<file path="src/rtl/cheat_code_loader.sv">
// cheat_code_loader
// Assembles 16-byte cheat records arriving as 16-bit ioctl words into the
// cheat engine's 129-bit code bus and hands each one over with a
// low-high-low strobe on code[128], stalling the HPS with ioctl_wait while
// the hand-over runs. Clears the engine at the start of every cheat download.
// Optional feature: define CHEAT_LOADER_ZERO_SKIP_EN to silently drop records
// whose 128 payload bits are all zero (padding records use no engine slot).
module cheat_code_loader #(
  parameter int MAX_CODES     = 32,
  parameter int STROBE_CYCLES = 2,
  localparam int CW = $clog2(MAX_CODES + 1)
) (
  input  logic          clk,
  input  logic          reset,
  input  logic          cheat_sel,
  input  logic          ioctl_download,
  input  logic          ioctl_wr,
  input  logic [24:0]   ioctl_addr,
  input  logic [15:0]   ioctl_dout,
  output logic          ioctl_wait,
  output logic          engine_clear,
  output logic [128:0]  code,
  output logic [CW-1:0] code_count,
  output logic          overflow
);

  localparam int TW = (STROBE_CYCLES > 1) ? $clog2(STROBE_CYCLES) : 1;

  typedef enum logic [1:0] {
    S_IDLE,
    S_LOAD,
    S_HIGH,
    S_LOW
  } state_t;

  state_t        state_reg;
  logic [TW-1:0] timer_reg;
  logic          sel_dl_reg;
  logic          wait_reg;
  logic          clear_reg;
  logic [128:0]  code_reg;
  logic [CW-1:0] count_reg;
  logic          overflow_reg;

  // Assembly buffer, one entry per file byte of the record.
  logic [7:0]    asm_reg  [16];
  logic [7:0]    asm_next [16];

  logic          sel_dl;
  logic          dl_start;
  logic          wr_accept;
  logic [2:0]    slot;
  logic          commit;
  logic          timer_last;
  logic          payload_zero;
  logic [127:0]  payload;

  // Only address bits [3:1] select a slot; the rest carry no information here.
  logic          unused_addr_bits;
  assign unused_addr_bits = ^{ioctl_addr[24:4], ioctl_addr[0]};

  assign sel_dl     = cheat_sel & ioctl_download;
  assign dl_start   = sel_dl & ~sel_dl_reg;
  assign wr_accept  = sel_dl & ioctl_wr;
  assign slot       = ioctl_addr[3:1];
  assign timer_last = (timer_reg == TW'(STROBE_CYCLES - 1));

  // A slot-7 write commits only while idle; writes during a hand-over break
  // the handshake and are merely captured. The start cycle never commits.
  assign commit = wr_accept & (slot == 3'd7) & (state_reg == S_IDLE) & ~dl_start;

  // Byte gi of the record lands in buffer entry gi. The payload is taken from
  // the post-write view so the committing slot-7 word is part of the code.
  // Field gi/4 (flags, addr, compare, replace) is little-endian in the file,
  // so byte gi%4 is placed at bit offset 8*(gi%4) of its 32-bit field.
  genvar gi;
  generate
    for (gi = 0; gi < 16; gi++) begin : g_byte
      assign asm_next[gi] = dl_start ? 8'h00 :
                            (wr_accept && slot == 3'(gi / 2)) ?
                              ((gi % 2 == 1) ? ioctl_dout[15:8] : ioctl_dout[7:0]) :
                              asm_reg[gi];
      assign payload[(3 - gi / 4) * 32 + (gi % 4) * 8 +: 8] = asm_next[gi];
    end
  endgenerate

`ifdef CHEAT_LOADER_ZERO_SKIP_EN
  assign payload_zero = ~|payload;
`else
  assign payload_zero = 1'b0;
`endif

  // Assembly buffer: zeroed on reset and on every download start.
  always_ff @(posedge clk) begin
    for (int i = 0; i < 16; i++) begin
      asm_reg[i] <= reset ? 8'h00 : asm_next[i];
    end
  end

  // Hand-over state machine with all outputs registered.
  always_ff @(posedge clk) begin
    if (reset) begin
      state_reg    <= S_IDLE;
      timer_reg    <= '0;
      sel_dl_reg   <= 1'b0;
      wait_reg     <= 1'b0;
      clear_reg    <= 1'b0;
      code_reg     <= '0;
      count_reg    <= '0;
      overflow_reg <= 1'b0;
    end else begin
      sel_dl_reg <= sel_dl;
      clear_reg  <= dl_start;
      if (dl_start) begin
        // New download: wipe engine-facing state and abort any hand-over.
        state_reg    <= S_IDLE;
        timer_reg    <= '0;
        wait_reg     <= 1'b0;
        code_reg     <= '0;
        count_reg    <= '0;
        overflow_reg <= 1'b0;
      end else begin
        case (state_reg)
          S_IDLE: begin
            if (commit && !payload_zero) begin
              if (count_reg == CW'(MAX_CODES)) begin
                overflow_reg <= 1'b1;
              end else begin
                state_reg <= S_LOAD;
                code_reg  <= {1'b0, payload};
                wait_reg  <= 1'b1;
              end
            end
          end
          S_LOAD: begin
            state_reg     <= S_HIGH;
            code_reg[128] <= 1'b1;
            timer_reg     <= '0;
          end
          S_HIGH: begin
            if (timer_last) begin
              state_reg     <= S_LOW;
              code_reg[128] <= 1'b0;
              timer_reg     <= '0;
            end else begin
              timer_reg <= timer_reg + 1'b1;
            end
          end
          S_LOW: begin
            if (timer_last) begin
              state_reg <= S_IDLE;
              wait_reg  <= 1'b0;
              count_reg <= count_reg + 1'b1;
              timer_reg <= '0;
            end else begin
              timer_reg <= timer_reg + 1'b1;
            end
          end
          default: state_reg <= S_IDLE;
        endcase
      end
    end
  end

  assign ioctl_wait   = wait_reg;
  assign engine_clear = clear_reg;
  assign code         = code_reg;
  assign code_count   = count_reg;
  assign overflow     = overflow_reg;

endmodule

</file>
<file path="config.mk">
export PLATFORM = sky130hd
export DESIGN_NAME = cheat_code_loader
export DESIGN_NICKNAME = d
export VERILOG_FILES = /design/src/rtl/cheat_code_loader.sv
export SDC_FILE = /design/constraint.sdc
export NUM_CORES = 1
export LEC_CHECK = 0
export ABC_AREA = 1
export BUFFER_PORTS_ARGS = -buffer_cell sky130_fd_sc_hd__buf_2
export CELL_PAD_IN_SITES_DETAIL_PLACEMENT = 1
export CELL_PAD_IN_SITES_GLOBAL_PLACEMENT = 1
export CORE_AREA = 2 2 154 186
export CTS_BUF_LIST = sky130_fd_sc_hd__clkbuf_2
export DETAILED_ROUTE_END_ITERATION = 12
export DIE_AREA = 0 0 156 188
export PLACE_DENSITY = 0.81
export RECOVER_POWER = 100
export SYNTH_ARGS = -nofsm -noshare
export SYNTH_HDL_FRONTEND = slang
export SYNTH_SLANG_ARGS = --single-unit
</file>
<file path="constraint.sdc">
create_clock -name clk -period 2.1 [get_ports clk]
set_input_delay 0.42 -clock clk [delete_from_list [all_inputs] [get_ports clk]]
set_output_delay 0.42 -clock clk [all_outputs]
set_load 0.05 [all_outputs]
</file>
==> metrics.yaml <==
setup_viol: 0
cp.required_ns: 1.68
numCtsBuffers: 70
layout.nets: 1852
dieHeight_um: 188
multi_input_area_um2: 4430
final_cell_area_um2: 13000
h-tree-depth: 3
syn-num-nets: 1675
power.switching_w: 0.00310
cts_buffer_depth: 3
place_inst: 2067
path_cells: "clkbuf_2"
clk_latency_ns: 0.87
post-dp-hpwl_mm: 21.7
place_area_um2: 12400
grt-ovfl-total: 0
crit_family: "flip-flops"
max_stage_delay_ns: 0.43
start_kind: "flop"
synth_warnings: 0
maxSlewViolCount: 0
drive_above_1_share: 0.175
period_share: 0.970
swShare: 0.306
cts.sinks: 270
intPower_w: 0.00704
layout_common_cells: "423 x nand2_1, 277 x nor2_1, 268 x dfxtp_1"
largest_register_ffs: 129
drt-total-wl_mm: 35.1
grtUsageTotal: 0.238
drt_first_pass_iters: 5
p_seq_frac: 0.521
ys_seq_elements: 270
layout_commonest_cell: "nand2_1"
final-instance-count-excl-fill: 2184
powerDensity_nw_per_um2: 779
std_cell_rows: 67
power_frac_comb: 0.117
grt_pass1_vias: 11000
clk_pin_slew_ns: 0.10
ant_nets: 0
yosys.area.top_type_share: 0.484
synthCells: 1621
vias: 10800
synth_top_area_cell: "dfxtp_1"
coreArea_um2: 27600
crit_type: "flop to primary output"
synth_area_um2: 11200
synthTopCellsByArea: "dfxtp_1 48%, nand2_1 14%, nor2_1 9.4%"
via_per_inst: 4.95
tritoncts: "built"
grt_max_degree: 131
drt_iter0_markers: 613
finalHoldViolations: 0
ys_types: 26
fin_util: 0.472
root_buffer: "clkbuf_2"
hold_slack_ns: 0.176
rsz0062_at_grt: "false"
grt_antenna_before_repair: 1
fillers: 3698
slew_headroom: 0.500
cap_violations: 0
leakagePower_nw: 6.78
avgSynthCellArea_um2: 6.88
avgRoutedWirePerCell_um: 16.1
peakVddDrop_mv: 0.318
yosysSeqAreaShare: 0.484
clkPwrFrac: 0.362
die_area_um2: 29300
gp_congestion: 0.776
worst_slew_pin_slew_ns: 0.749
ios: 184
fp.dieW_um: 156
syn2layout_area_growth_pct: 16.6
fin_crit_ns: 2.04
min_path_type: "input pin to flop"
io_buffers: 161
start_util: 0.405
grt_pass1_wl_mm: 55.4
endpoint_kind: "primary output"
status: "complete, no violations"
arrival_ns: 1.62
crit_path_max_fanout: 2
fmax_ghz: 0.491
seq_area_um2: 5410
drc: 0
fin_skew_ns: 0.0758
critPathSlowestCell: "dfxtp_1"
crit_buf_inv: 1
-- per-stage QoR --
stage / worst slack [ns] / total power, W / setup TNS [ns]
final: 0.0635 / 0.0101 / 0
after floorplan: 0.251 / 0.00620 / 0
after global routing: 0.00204 / 0.0106 / 0
after global placement: -0.0113 / 0.00654 / -0.291
after detailed placement: -0.0543 / 0.00657 / -1.55
after CTS: 0.00507 / 0.0103 / 0
-- cell families (layout without fill, tap and decap cells) --
| kind of cell | after synthesis | count (layout) | synth area share |
|---|---|---|---|
| compound gates | 143 | 143 | 0.0715 |
| xor+xnor | 1 | 1 | 0.000785 |
| fa+ha+maj | 8 | 8 | 0.00897 |
| buf+inv | 329 | 546 | 0.119 |
| flops | 270 | 270 | 0.484 |
| other cells | 0 | 1 | 0 |
| simple gates | 870 | 870 | 0.315 |
-- layer usage --
metal | wire length (µm) | global-route usage | up-vias
li1 | - | - | 5295
met1 | 14900 | 0.286 | 5193
met2 | 17200 | 0.412 | 263
met3 | 1920 | 0.0499 | 68
met4 | 1040 | 0.0967 | 0
met5 | 0 | 0 | -
-- cell type report --
type / count / area share
Clock buffer: 102 / 0.0392
Timing Repair Buffer: 201 / 0.0958
Clock inverter: 10 / 0.00692
Tap cell: 345 / 0.0332
Multi-Input combinational cell: 1022 / 0.341
Inverter: 233 / 0.0684
Antenna cell: 1 / 0.000192
Sequential cell: 270 / 0.416
-- worst paths after layout --
path / start / endpoint / slack [ns] / cells past startpoint
worst max-delay path: code[12]$_SDFFE_PP0P_ / code[12] / 0.06 / 1
worst min-delay path: ioctl_dout[4] / asm_reg[1][4]$_SDFF_PP0_ / 0.18 / 6
worst max register to register: state_reg[1]$_SDFFE_PP0P_ / code[108]$_SDFFE_PP0P_ / 0.18 / 8
worst min register to register: overflow$_SDFFE_PP0P_ / overflow$_SDFFE_PP0P_ / 0.47 / 1
-- cells in the mapped netlist --
| master | number |
|---|---|
| nand3_2 | 1 |
| nand3_1 | 121 |
| o21ai_1 | 4 |
| o21a_1 | 1 |
| dfxtp_1 | 270 |
| buf_2 | 57 |
| o21ai_0 | 31 |
| nand4_1 | 2 |
| a21oi_1 | 75 |
| nand3_4 | 1 |
| inv_1 | 229 |
| and3_1 | 1 |
| nor2_2 | 5 |
| nor2_1 | 279 |
| nor3_2 | 2 |
| buf_6 | 1 |
| nor3_1 | 34 |
| nand2_1 | 423 |
| xnor2_1 | 1 |
| inv_2 | 4 |
| clkbuf_1 | 29 |
| o211ai_1 | 32 |
| buf_1 | 4 |
| buf_4 | 5 |
| ha_1 | 8 |
| nand2_2 | 1 |
-- worst reg2reg max path, cell delays in order (launching register included) --
cell and delay, ns:
dfxtp_1 0.37, inv_1 0.12, ha_1 0.24, inv_1 0.09, nor2_2 0.17, nand3_4 0.18, clkinv_8 0.17, buf_12 0.25
a21oi_1 0.17
-- power by group through the flow --
stage	logic, W	clock network, W	registers, W
final	0.00118	0.00367	0.00528
after detailed placement	0.00118	0	0.00540
after floorplan	0.000649	0	0.00555
after global placement	0.00115	0	0.00539
after global routing	0.00130	0.00403	0.00530
after CTS	0.00119	0.00379	0.00528
-- repair_timing --
action                                  4_1_cts  5_1_grt
gates resized for setup                       4        7
hold buffers                                  3        0
pin swaps                                     0        1
buffers inserted                              0        0
hold endpoints to repair                      4        0
endpoints found under the setup margin        3       77
cloned                                        0        1
(Power assumes the default switching activity.)
